$ cat config.mk
export PLATFORM = sky130hd
export DESIGN_NAME = branch_hazard_controller
export DESIGN_NICKNAME = d
export VERILOG_FILES = /design/src/rtl/branch_hazard_controller.sv
export SDC_FILE = /design/constraint.sdc
export NUM_CORES = 1
export LEC_CHECK = 0
export BUFFER_PORTS_ARGS = -buffer_cell sky130_fd_sc_hd__buf_2
export CELL_PAD_IN_SITES_DETAIL_PLACEMENT = 2
export CELL_PAD_IN_SITES_GLOBAL_PLACEMENT = 2
export CORE_AREA = 3 3 78 80
export CTS_CLUSTER_DIAMETER = 150
export DETAILED_ROUTE_END_ITERATION = 10
export DIE_AREA = 0 0 81 83
export GPL_TIMING_DRIVEN = 0
export HOLD_SLACK_MARGIN = 0.06
export PLACE_DENSITY = 0.82
export SYNTH_ARGS = -nofsm -noshare
export SYNTH_HDL_FRONTEND = slang
export SYNTH_SLANG_ARGS = --single-unit
$ cat constraint.sdc
create_clock -name clk -period 3.92 [get_ports clk]
set_clock_uncertainty 0.05 [all_clocks]
set_input_delay 0.98 -clock clk [delete_from_list [all_inputs] [get_ports clk]]
set_output_delay 0.98 -clock clk [all_outputs]
set_load 0.01 [all_outputs]
$ cat src/rtl/branch_hazard_controller.sv
`default_nettype none
// ============================================================================
// Module  : branch_hazard_controller
// Brief   : Condition-unit sequencer: flag-hazard stall, taken-branch flush, stats.
// Revision: 1.0
// ============================================================================
module branch_hazard_controller #(
  parameter int FLAG_LAT     = 2,
  parameter int FLUSH_CYCLES = 2,
  parameter int CNT_W        = 16
) (
  input  logic             clk,
  input  logic             rst,
  input  logic             cmp_id,
  input  logic             branch_id,
  input  logic [2:0]       cond_id,
  input  logic             pc_src,
  output logic             stall_if,
  output logic             stall_id,
  output logic             flush_if_id,
  output logic             flag_write,
  output logic             branch_inst,
  output logic [2:0]       cond_ex,
  output logic [CNT_W-1:0] taken_cnt,
  output logic [CNT_W-1:0] stall_cnt
);

  localparam int HZ_W = (FLAG_LAT > 1) ? $clog2(FLAG_LAT) : 1;
  localparam int FL_W = (FLUSH_CYCLES > 2) ? $clog2(FLUSH_CYCLES - 1) : 1;

  localparam logic [1:0] c_RUN   = 2'd0;
  localparam logic [1:0] c_HAZ   = 2'd1;
  localparam logic [1:0] c_FLUSH = 2'd2;

  localparam logic [HZ_W-1:0]  c_HZ_LOAD = HZ_W'(FLAG_LAT - 1);
  localparam logic [FL_W-1:0]  c_FL_LOAD = FL_W'((FLUSH_CYCLES > 1) ? FLUSH_CYCLES - 2 : 0);
  localparam logic [CNT_W-1:0] c_CNT_MAX = {CNT_W{1'b1}};

  logic [1:0]      r_state;
  logic [1:0]      w_state_nxt;
  logic [HZ_W-1:0] r_hz_cnt;
  logic [FL_W-1:0] r_fl_cnt;
  logic [FL_W-1:0] w_fl_nxt;

  logic w_taken;
  logic w_needs_flags;
  logic w_hz;
  logic w_in_flush;
  logic w_issue;
  logic w_stall;

  assign w_taken       = branch_inst & pc_src;
  assign w_needs_flags = branch_id & (cond_id != 3'b110) & (cond_id != 3'b111);
  assign w_hz          = w_needs_flags & (r_hz_cnt != '0);
  assign w_in_flush    = (r_state == c_FLUSH);
  assign w_issue       = ~w_hz & ~w_taken & ~w_in_flush;
  assign w_stall       = w_hz & ~w_taken & ~w_in_flush;

  assign stall_if    = w_stall;
  assign stall_id    = w_stall;
  assign flush_if_id = w_taken | w_in_flush;

  // Priority: taken > flush in progress > hazard > normal issue.
  always_comb begin
    w_state_nxt = r_state;
    w_fl_nxt    = r_fl_cnt;
    if (w_taken) begin
      if (FLUSH_CYCLES > 1) begin
        w_state_nxt = c_FLUSH;
        w_fl_nxt    = c_FL_LOAD;
      end else begin
        w_state_nxt = c_RUN;
      end
    end else if (w_in_flush) begin
      if (r_fl_cnt == '0) begin
        w_state_nxt = c_RUN;
      end else begin
        w_fl_nxt = r_fl_cnt - FL_W'(1);
      end
    end else if (w_hz) begin
      w_state_nxt = c_HAZ;
    end else begin
      w_state_nxt = c_RUN;
    end
  end

  always_ff @(posedge clk or posedge rst) begin
    if (rst) begin
      r_state  <= c_RUN;
      r_fl_cnt <= '0;
    end else begin
      r_state  <= w_state_nxt;
      r_fl_cnt <= w_fl_nxt;
    end
  end

  // Only an issued CMP arms the flag-latency window; discarded ones do not.
  always_ff @(posedge clk or posedge rst) begin
    if (rst) begin
      r_hz_cnt <= '0;
    end else if (w_issue & cmp_id) begin
      r_hz_cnt <= c_HZ_LOAD;
    end else if (r_hz_cnt != '0) begin
      r_hz_cnt <= r_hz_cnt - HZ_W'(1);
    end
  end

  always_ff @(posedge clk or posedge rst) begin
    if (rst) begin
      flag_write  <= 1'b0;
      branch_inst <= 1'b0;
      cond_ex     <= 3'b000;
    end else if (w_issue) begin
      flag_write  <= cmp_id;
      branch_inst <= branch_id;
      cond_ex     <= cond_id;
    end else begin
      flag_write  <= 1'b0;
      branch_inst <= 1'b0;
      cond_ex     <= 3'b000;
    end
  end

  always_ff @(posedge clk or posedge rst) begin
    if (rst) begin
      taken_cnt <= '0;
      stall_cnt <= '0;
    end else begin
      if (w_taken && (taken_cnt != c_CNT_MAX)) begin
        taken_cnt <= taken_cnt + CNT_W'(1);
      end
      if (w_stall && (stall_cnt != c_CNT_MAX)) begin
        stall_cnt <= stall_cnt + CNT_W'(1);
      end
    end
  end

endmodule
`default_nettype wire

==> run metrics <==
Synth Net Count 174; core area 5470 µm²; synthesized flop and latch total 39; Slew HR 43.7%; Layout Nets 228; number of max-cap violations 0; post-layout minimum cycle time 2960 ps; total negative slack 0 ps; Yosys warning total 0; Total Wirelength 4770 µm; Post-Syn Area per Cell 11.9 µm²; startpoint types primary input; setup bufs post-CTS 0; gr ovfl total 0; Switch Pwr 325 µW; worst-path fanout max 10; pin count of the biggest net entering global routing 40; WHS Endpoint taken_cnt[7]; post-synthesis simple-gate area fraction 24.4%; # port buffers 47; Die Area 6720 µm²; Area growth, synth to finish 21.2%; Final Hold Viols 0; RSZ-0062 raised after global routing false; DRT Pass-1 Iters 4; Yosys top cell area share 50.0%; # hold bufs at CTS 0; TritonCTS Buffers 5; initial antenna violation count 0; Hold WC Path Type reg2reg; worst-case clock buffer depth 2; highest-count cells in the layout ignoring fill and taps buf_2, dfrtp_1, xor2_1; CP max stage delay 260 ps; worst reg2reg startpoint stall_cnt[0]; final setup vio count 0; detailed placement HPWL 3460 µm; area share of xor/xnor cells in the synthesized design 12.1%; r2r worst-path depth 5; Leak Pwr 0.00119 µW; worst r2r dst stall_cnt[1]; Max Fclk 338 MHz; Least-Margin Pin Slew 843 ps; IO Pins 48; DRC 0; wire length per cell 16.4 µm; combinational share of power 19.9%; clk slew on worst S/H paths 90 ps; critical path endpoint category output port; Synth Instances 164; status finished clean; area leader, netlist dfrtp_1; EDFF count, synth 0; WP data arrival 1930 ps; share of cells above drive strength 1 35.2%; 1st-iter DRT viols 51; CTS sink count 39; Adder-Cell Fraction of Synth Area 1.28%; multiplexer area fraction after synthesis 1.92%; worst hold path startpoint taken_cnt[7]; CTS Root Cell clkbuf_8; first-pass GRT wire length 8100 µm; routability cong. 0.715; CTS HTree Levels 2; Slowest-stage cell, CP nand4b_4; post-CTS sizing 0; Via density 5.21; Primary FF master, synth dfrtp_1; most common cell after layout, fill and taps aside buf_2; pwr/cell area 420 nW/µm²; Clock power frac 27.6%; Worst-Skew Late Latency 300 ps; worst path cell trace buf_2, nand2_2, nand4b_4, inv_1, buf_4, buf_2; chip height 83 µm; CP Class in2out; CTS tree done; Setup crit start pc_src; Distinct cells, synth 41; Sw Ratio 32.7%; Post-Synthesis Cell Area 1950 µm²; Initial Util 35.6%; largest family of logic cells by synthesized area simple AND/OR/NAND/NOR gates; Worst VDD drop 0.000265 V; DIE WIDTH 81 µm; Synth async-reset ratio 100%; Vias 1,516; register area share after synthesis 50.0%; synth top area cells dfrtp_1, xor2_1, xnor2_1; Pins Over Slew Limit 0; Compound-Gate Fraction of Synth Area 6.93%; Rows 27; final worst-path cycle share 75.5%; sequential power share 52.5%; Pwr Total 994 µW; required time of the critical path 2890 ps; GRT Total Usage 15.4%; Internal 669 µW; vias in the first global route 1,579; ant diodes 0; remaining antenna violation count after routing 0; hold-critical path depth 1; FF-to-FF setup slack 2010 ps; Critical Path Most Common Cell buf_2
==> worst max path at each step <==
stage,end,slack [ps],depth (start not counted)
2_1_floorplan,stall_if,1260,4
3_3_place_gp,stall_if,960,6
3_5_place_dp,stall_if,940,6
4_1_cts,stall_if,940,6
5_1_grt,stall_if,870,6
6_report,stall_if,960,6
==> power groups by stage <==
stage | Combinational, µW | Clock [µW] | Sequential (µW)
after floorplan | 94.2 | 0 | 543
after global routing | 222 | 307 | 536
final | 198 | 275 | 521
after detailed placement | 202 | 0 | 531
after CTS | 204 | 287 | 524
after global placement | 194 | 0 | 529
==> cell families (layout without fill, tap and decap cells) <==
kind of cell	Yosys count	count (layout)
xor gates and xnor gates	27	27
adders and majority gates	2	2
DFF	39	39
and+or+nand+nor	68	68
AOI/OAI and AO/OA	15	15
buffers and inverters	10	65
muxes	3	3
==> flip-flops by register name, summed over array words and instances (netlist names) <==
register / flops
cond_ex: 3
taken_cnt: 16
flag_write: 1
stall_cnt: 16
branch_inst: 1
r_state: 2
==> metal layers <==
metal / global-route usage (%) / vias to the layer above / part of all wire [%]
met2: 26.2 / 34 / 52
met1: 19.9 / 772 / 43
met5: 0 / - / 0
li1: - / 705 / -
met3: 3.36 / 5 / 4.3
met4: 2.76 / 0 / 0.48
==> through the flow <==
stage	cells	hold WS [ps]	area, µm²	worst slack, ps	util [%]
5_1_grt	291	485	2360	875	43.2
6_report	291	454	2360	962	43.2
4_1_cts	291	452	2360	938	43.2
3_3_place_gp	283	420	2280	962	41.6
2_1_floorplan	164	470	1950	1260	-
3_5_place_dp	283	439	2280	935	41.6
==> cells in the mapped netlist (all sizes together) (2+ instances only) <==
cell type  instances
xnor2             12
and4               6
xor2              15
o21ai              2
inv                6
nand3              9
nand2             11
nor2               3
nor3               5
o2111ai            2
dfrtp             39
ha                 2
nor4              10
and2               7
a41o               2
nand4              7
nand2b             2
buf                4
o211ai             5
and3               5
mux2               3
==> worst max-delay path, delay by kind of cell <==
kind                   cells  cell delay, ps
buffers and inverters      4             460
AND/OR/NAND/NOR            2             490
==> layout make-up <==
| class | count | area, µm² |
|---|---|---|
| fillers | 610 | 3110 |
| flip-flops and latches | 39 | 976 |
| multi-input cells | 115 | 911 |
| repair buffers | 47 | 235 |
| well taps | 72 | 90.1 |
| clock buffers | 5 | 68.8 |
| plain buffers | 4 | 41.3 |
| inverters | 6 | 22.5 |
| clock inverters | 3 | 20.0 |
No activity file was read; power rests on OpenSTA's default activity.
